File: src/rtl/fetch_pc_pkg.sv
// Shared definitions for the fetch stage: PC-select codes and fetch FSM states.
package fetch_pc_pkg;

    // Controller PC-select codes, {j_c, branch_c}; 2'b11 is decoded as a jump.
    localparam logic [1:0] PCSEL_SEQ = 2'b00;
    localparam logic [1:0] PCSEL_BR  = 2'b01;
    localparam logic [1:0] PCSEL_J   = 2'b10;

    typedef enum logic [1:0] {
        F_IDLE  = 2'd0,
        F_FETCH = 2'd1,
        F_VALID = 2'd2
    } fetch_state_t;

    // A commit is "taken" whenever the controller asks for anything but pc+4.
    function automatic logic is_taken(input logic [1:0] sel);
        return sel != PCSEL_SEQ;
    endfunction

endpackage

File: src/rtl/fetch_pc_pc_next_calc.sv
// pc_next_calc: combinational next-PC selection (sequential, branch, jump).
// Jump has priority over branch, so select 2'b11 behaves as a jump.
module pc_next_calc
    import fetch_pc_pkg::*;
#(
    parameter int PC_W = 32
) (
    input  logic [PC_W-1:0] pc,
    input  logic [1:0]      pc_next_c,
    input  logic [15:0]     br_imm,
    input  logic [25:0]     j_addr,
    output logic [PC_W-1:0] pc_plus4,
    output logic [PC_W-1:0] next_pc
);

    logic [PC_W-1:0] br_target;
    logic [PC_W-1:0] j_target;
    logic [PC_W-1:0] br_off;

    assign pc_plus4  = pc + PC_W'(4);
    // Signed word offset turned into a byte offset; addition wraps mod 2^PC_W.
    assign br_off    = {{(PC_W-18){br_imm[15]}}, br_imm, 2'b00};
    assign br_target = pc_plus4 + br_off;

    // Jump keeps the upper region bits of pc+4 above the 28-bit jump field.
    generate
        if (PC_W > 28) begin : g_j_region
            assign j_target = {pc_plus4[PC_W-1:28], j_addr, 2'b00};
        end else begin : g_j_flat
            assign j_target = {j_addr, 2'b00};
        end
    endgenerate

    // Select the next PC; jump bit dominates the branch bit.
    always_comb begin
        next_pc = pc_plus4;
        if ((pc_next_c & PCSEL_J) != 2'b00) begin
            next_pc = j_target;
        end else if (pc_next_c == PCSEL_BR) begin
            next_pc = br_target;
        end
    end

endmodule

File: src/rtl/fetch_pc.sv
// fetch_pc: program counter and instruction fetch stage.
// Fetches one instruction over a req/ack handshake, holds it while decode
// stalls, and commits the controller-selected next PC when the stall clears.
// Optional build macro FETCH_PERF_EN adds retired/taken commit counters.
module fetch_pc
    import fetch_pc_pkg::*;
#(
    parameter int              PC_W     = 32,
    parameter logic [PC_W-1:0] RESET_PC = '0
) (
    input  logic            clk,
    input  logic            rst,
    input  logic [1:0]      pc_next_c,
    input  logic [15:0]     br_imm,
    input  logic [25:0]     j_addr,
    input  logic            stall,
    output logic            imem_req,
    output logic [PC_W-1:0] imem_addr,
    input  logic            imem_ack,
    input  logic [31:0]     imem_rdata,
    output logic [31:0]     instr,
    output logic            instr_valid,
    output logic [PC_W-1:0] pc,
`ifdef FETCH_PERF_EN
    output logic [31:0]     retired_cnt,
    output logic [31:0]     taken_cnt,
`endif
    output logic [PC_W-1:0] pc_plus4
);

    localparam logic [PC_W-1:0] ALIGN_MASK = ~PC_W'(3);

    fetch_state_t    state_reg, state_next;
    logic [PC_W-1:0] pc_reg;
    logic [31:0]     instr_reg;
    logic [PC_W-1:0] next_pc;
    logic [PC_W-1:0] pc_plus4_w;
    logic            commit;
    logic            capture;

    pc_next_calc #(.PC_W(PC_W)) u_pc_next_calc (
        .pc        (pc_reg),
        .pc_next_c (pc_next_c),
        .br_imm    (br_imm),
        .j_addr    (j_addr),
        .pc_plus4  (pc_plus4_w),
        .next_pc   (next_pc)
    );

    // FSM state register.
    always_ff @(posedge clk) begin
        if (rst) begin
            state_reg <= F_IDLE;
        end else begin
            state_reg <= state_next;
        end
    end

    // Next-state logic plus capture/commit strobes; ack is only honoured in FETCH.
    always_comb begin
        state_next = state_reg;
        capture    = 1'b0;
        commit     = 1'b0;
        case (state_reg)
            F_IDLE: begin
                state_next = F_FETCH;
            end
            F_FETCH: begin
                if (imem_ack) begin
                    capture    = 1'b1;
                    state_next = F_VALID;
                end
            end
            F_VALID: begin
                if (!stall) begin
                    commit     = 1'b1;
                    state_next = F_FETCH;
                end
            end
            default: begin
                state_next = F_IDLE;
            end
        endcase
    end

    // PC and instruction registers; every PC load is forced word-aligned.
    always_ff @(posedge clk) begin
        if (rst) begin
            pc_reg    <= RESET_PC & ALIGN_MASK;
            instr_reg <= '0;
        end else begin
            if (commit) begin
                pc_reg <= next_pc & ALIGN_MASK;
            end
            if (capture) begin
                instr_reg <= imem_rdata;
            end
        end
    end

`ifdef FETCH_PERF_EN
    logic [31:0] retired_cnt_reg;
    logic [31:0] taken_cnt_reg;

    // Commit counters; both wrap naturally at 32 bits.
    always_ff @(posedge clk) begin
        if (rst) begin
            retired_cnt_reg <= '0;
            taken_cnt_reg   <= '0;
        end else if (commit) begin
            retired_cnt_reg <= retired_cnt_reg + 32'd1;
            if (is_taken(pc_next_c)) begin
                taken_cnt_reg <= taken_cnt_reg + 32'd1;
            end
        end
    end

    assign retired_cnt = retired_cnt_reg;
    assign taken_cnt   = taken_cnt_reg;
`endif

    assign imem_req    = (state_reg == F_FETCH);
    assign imem_addr   = pc_reg;
    assign instr       = instr_reg;
    assign instr_valid = (state_reg == F_VALID);
    assign pc          = pc_reg;
    assign pc_plus4    = pc_plus4_w;

endmodule
File: config.mk
export PLATFORM = sky130hd
export DESIGN_NAME = fetch_pc
export DESIGN_NICKNAME = d
export VERILOG_FILES = /design/src/rtl/fetch_pc_pkg.sv /design/src/rtl/fetch_pc_pc_next_calc.sv /design/src/rtl/fetch_pc.sv
export SDC_FILE = /design/constraint.sdc
export NUM_CORES = 1
export LEC_CHECK = 0
export CAP_MARGIN = 20
export CORE_MARGIN = 2
export CORE_UTILIZATION = 44
export DETAILED_ROUTE_END_ITERATION = 7
export GPL_TIMING_DRIVEN = 0
export PLACE_DENSITY = 0.82
export SKIP_LAST_GASP = 1
export SLEW_MARGIN = 20
export SYNTH_ARGS = -nofsm -noshare
export SYNTH_HDL_FRONTEND = slang
export SYNTH_SLANG_ARGS = --single-unit
File: constraint.sdc
create_clock -name clk -period 5.13 [get_ports clk]
set_input_delay 1.026 -clock clk [delete_from_list [all_inputs] [get_ports clk]]
set_output_delay 1.026 -clock clk [all_outputs]
set_load 0.02 [all_outputs]
Word-level counts from Yosys, hierarchy flattened
Cells that the tools add are included.
- add/sub/neg operators: 2
- $mul: 0
- divide/modulo/power cells: 0
- magnitude comparators: 0
- eq/ne operators: 5
- shifts and indexed selects: 0
- mux-type cells: 9
- bitwise gates (word level): 0
- reduce and logical (&&, ||, !) cells: 2
- operator list (operator ; count):
    $mux W32 ; 2
    $add A32 B3 Y32 const B ; 1
    $add A32 B32 Y32 ; 1
    $pmux W2 S3 ; 1
    $eq A2 B1 Y1 const B ; 2
    $mux W1 ; 4
    $mux W2 ; 2
    $eq A2 B2 Y1 const B ; 1
    $logic_not A2 Y1 ; 1
    $ne A2 B1 Y1 const B ; 1
    $ne A2 B2 Y1 const B ; 1
    $reduce_and A2 Y1 ; 1
- register bits: 64
- bits in latches: 0
- RAM bits: 0
- ROM bits: 0
- bits of input ports: 80
- output and inout bits: 130
- memories: 0

Logic depth before layout (Yosys ltp)
- word-level depth: 4
- gate-level depth with buffers: 19
- mapped depth without buffers: 18

Hierarchy
Synthesis repeated with hierarchy kept, for this count alone.
- cell total of the unflattened synthesis: 740
- area total of the unflattened synthesis: 5977.0 um^2
- modules (own cells, without submodules) (module ; times used ; cells each ; area an instance (um^2) ; seq. area each (um^2)):
    fetch_pc ; 1 ; 315 ; 3169.3 ; 1281.2
    pc_next_calc ; 1 ; 425 ; 2807.7 ; 0.0

Least setup slack after synthesis
No wires, ideal clock.
- kind: reg-to-reg
- from: register pc_reg[2], in the netlist imem_addr[2]
- to: register pc_reg[31], in the netlist imem_addr[31]
- arrival time: 4030 ps
- required time: 5067 ps
- slack: 1037 ps
- stages on the path, launching flop included: 17
- path through: dfxtp_1 ha_1 nand4_1 or3_1 buf_2 or2_4 nor2_4 nand2_4 xnor2_1 ha_1 and2_1 and3_1 a211oi_1 a211oi_2 xnor2_1 or4_1 nand3_1
- cells in the longest elaborated chain, start to end: 4
- RTL lines (item ; line ; RTL):
    start: declaration ; fetch_pc.sv:34 ; logic [PC_W-1:0] pc_reg;
    start signal: assignment ; fetch_pc.sv:89 ; pc_reg <= RESET_PC & ALIGN_MASK;
    start signal: assignment ; fetch_pc.sv:93 ; pc_reg <= next_pc & ALIGN_MASK;
    $add A32 B3 Y32 ; fetch_pc_pc_next_calc.sv:20 ; assign pc_plus4 = pc + PC_W'(4);
    via pc_plus4[24] ; fetch_pc.sv:28 ; output logic [PC_W-1:0] pc_plus4
    $add A32 B32 Y32 ; fetch_pc_pc_next_calc.sv:23 ; assign br_target = pc_plus4 + br_off;
    $mux W32 ; fetch_pc_pc_next_calc.sv:39 ; end else if (pc_next_c == PCSEL_BR) begin
    $mux W32 ; fetch_pc_pc_next_calc.sv:37 ; if ((pc_next_c & PCSEL_J) != 2'b00) begin
The timed path passes the listed nets, and every way through them passes these cells.
A chain may end at the register's enable or synchronous reset.

Final worst setup path
- from: register pc_reg[2], in the netlist imem_addr[2]
- to: register pc_reg[26], in the netlist imem_addr[26]
- cells in the longest elaborated chain, start to end: 4
- RTL lines (item ; line):
    $add A32 B3 Y32 * ; fetch_pc_pc_next_calc.sv:20
    $add A32 B32 Y32 ; fetch_pc_pc_next_calc.sv:23
    $mux W32 * ; fetch_pc_pc_next_calc.sv:39
    $mux W32 * ; fetch_pc_pc_next_calc.sv:37
Mark *: on every way between the ends. The rest lies on a longest branch, timed or not.

==> metrics.yaml <==
drc: 0
layout_commonest_cell: "clkdlybuf4s50_1"
ir_drop_mv: 0.186
grt_pass1_vias: 5507
finalHoldViolations: 0
hold_depth: 2
drive_gt1_share_pct: 7.87
cts_resized: 0
grt_first_pass_wirelength_mm: 28.6
fmax_ghz: 0.209
fin_nets: 1027
postCtsSetupRepairBufs: 0
worst_skew_pair.late_latency_ns: 0.34
port_buffers: 201
syn_inst: 693
power.leakage_nw: 3.03
rrSetupSlack_ns: 0.34
syn2layout_area_growth_pct: 49.5
gr-usage-all-layers_pct: 28.3
wl_per_cell_um: 17.3
yosys_warnings: 0
whs_endpoint: "instr[6]"
stdcell_area_um2: 7660
cp_data_required_time_ns: 5.35
finalCriticalPeriod_ns: 4.79
slew_violations: 0
nFillCells: 1031
synth_top_area_share_pct: 25.0
path_delay_family: "compound AO/OA/AOI/OAI gates"
drt_iter0_markers: 492
grt_max_degree: 21
yosys_most_used_dff: "dfxtp_1"
async_flop_share_pct: 0
status: "complete, no violations"
rsz0062_at_grt: "no"
num_io_pins: 210
final_cell_mix: "201 x clkdlybuf4s50_1, 124 x nand2_1, 85 x a21oi_1"
cp_max_fo: 8
globalplace.congestion: 0.987
drtAntennaViolNets: 0
largest_register_ffs: 32
antenna_found_initial: 0
final_cells: 1058
synth_area_leader_cell: "dfxtp_1"
dp_slack_ns: 0.684
cts_tree: "yes"
drtPass1Iterations: 4
die_width_um: 112
design.core.area_um2: 11400
placed_cell_area_um2: 7340
die_h_um: 112
worst_setup_path_start_kind: "register"
clkSinkCount: 64
synth_seq_cells: 64
cts_inserted_buffers: 9
seq_area_frac_synth_pct: 25.0
cts_root_buffer: "clkbuf_16"
setup_violations: 0
synthDistinctLibCells: 64
slowest_delay_ns: 0.58
viasPerCell: 5.55
cts_hold_buf: 0
diodes: 0
cap_violations: 0
tightest_slew_ns: 0.908
critPathKind: "register to register"
synth-edff-count: 0
cts.clk_slew.worst_paths_ns: 0.06
drt-total-wl_mm: 18.3
htree_levels: 3
setup_slack_ns: 0.341
num_rows: 39
worstRegToRegCells: 16
critPathSlowestCell: "a2111oi_0"
hp-start: "instr[6]"
synth_area_leaders: "dfxtp_1 25%, nand2_1 9.1%, ha_1 8.8%"
worstPathCellList: "ha_1, nand4_1, or3_1, buf_2, nor2_1, xor2_1, ha_1, clkbuf_1, a21o_1, a2111oi_0, nor2_1, a21oi_1, o21ai_0, xnor2_1, nand2_1, a32o_1"
ctsLongestPathBuffers: 2
tns_ns: 0
placed_cells: 1042
dr_total_vias: 5872
syn_avg_cell_area_um2: 7.40
post-route-period-util_pct: 93.4
start_util_pct: 44.9
hold_path_class: "register to register"
power_density_nw_per_um2: 205
grt_overflow: 0
dpl.hpwl_mm: 13.9
arrival_ns: 5.01
r2r-start: "imem_addr[2]"
reg2reg_to: "imem_addr[26]"
syn_area_um2: 5130
dieArea_um2: 12500
timing.slew.headroom_pct: 39.3
end_kind: "register"
skew_ns: 0.0105
worst-path-buf-inv: 2
-- how the worst max path moves through the flow --
stage	startpoint	end	depth (start not counted)
after CTS	imem_addr[2]	imem_addr[26]	16
after detailed placement	imem_addr[2]	imem_addr[26]	16
final	imem_addr[2]	imem_addr[26]	16
after floorplan	imem_addr[2]	imem_addr[31]	16
after global routing	imem_addr[2]	imem_addr[26]	16
after global placement	imem_addr[2]	imem_addr[26]	16
-- cell type report --
class	instances	area (um^2)	area share, %
sequential	64	1280	16.7
clock inverter	7	101	1.32
buffer	67	392	5.11
tap	143	179	2.33
clock buffer	9	225	2.94
timing repair buffer	201	2010	26.2
inverter	14	52.6	0.686
multi-input combinational	553	3420	44.6
-- worst reg2reg max path: stages, from the launching register on --
cell	delay, ns
dfxtp_1	0.47
ha_1	0.26
nand4_1	0.18
or3_1	0.41
buf_2	0.18
nor2_1	0.12
xor2_1	0.35
ha_1	0.30
clkbuf_1	0.21
a21o_1	0.25
a2111oi_0	0.58
nor2_1	0.16
a21oi_1	0.42
o21ai_0	0.19
xnor2_1	0.22
nand2_1	0.09
a32o_1	0.28
-- cell usage after synthesis (13+ instances only) --
| cell type | n |
|---|---|
| nand2_1 | 124 |
| a21oi_1 | 85 |
| dfxtp_1 | 64 |
| nor2_1 | 55 |
| buf_4 | 36 |
| ha_1 | 36 |
| o21ai_0 | 31 |
| xnor2_1 | 31 |
| clkbuf_1 | 25 |
| nand3_1 | 20 |
| xor2_1 | 19 |
| nor3_1 | 14 |
| inv_1 | 13 |
-- power breakdown --
group	internal, mW	switching (mW)	total [mW]	leakage, nW
logic	0.168	0.186	0.354	2.36
registers	0.515	0.0161	0.531	0.520
clock network	0.430	0.255	0.685	0.153
-- cells by family (layout without fill, tap and decap cells) --
family | Yosys count | in the layout | synth area share [%]
compound gates | 198 | 198 | 25.0
xor+xnor | 51 | 51 | 8.86
fa+ha+maj | 37 | 37 | 9.17
buf+inv | 81 | 298 | 8.66
flops | 64 | 64 | 25.0
mux | 1 | 1 | 0.195
other cells | 1 | 6 | 0.0731
simple gates | 260 | 260 | 23.1
-- per-layer routing --
layer / vias to the layer above / GRT usage [%] / routed length (um)
met5: - / 0 / 0
met4: 0 / 10.2 / 478
met3: 32 / 5.99 / 1590
met2: 273 / 45.3 / 8480
met1: 2724 / 37.9 / 7800
li1: 2843 / - / -
-- through the flow --
step                      power (mW)  hold slack, ns  util (%)
final                           1.57           0.453      67.1
after global routing            1.62           0.477      67.1
after CTS                       1.57           0.454      67.1
after detailed placement       0.889           0.446      64.3
after global placement         0.886           0.441      64.3
after floorplan                0.729           0.534         -
(Power assumes the default switching activity.)
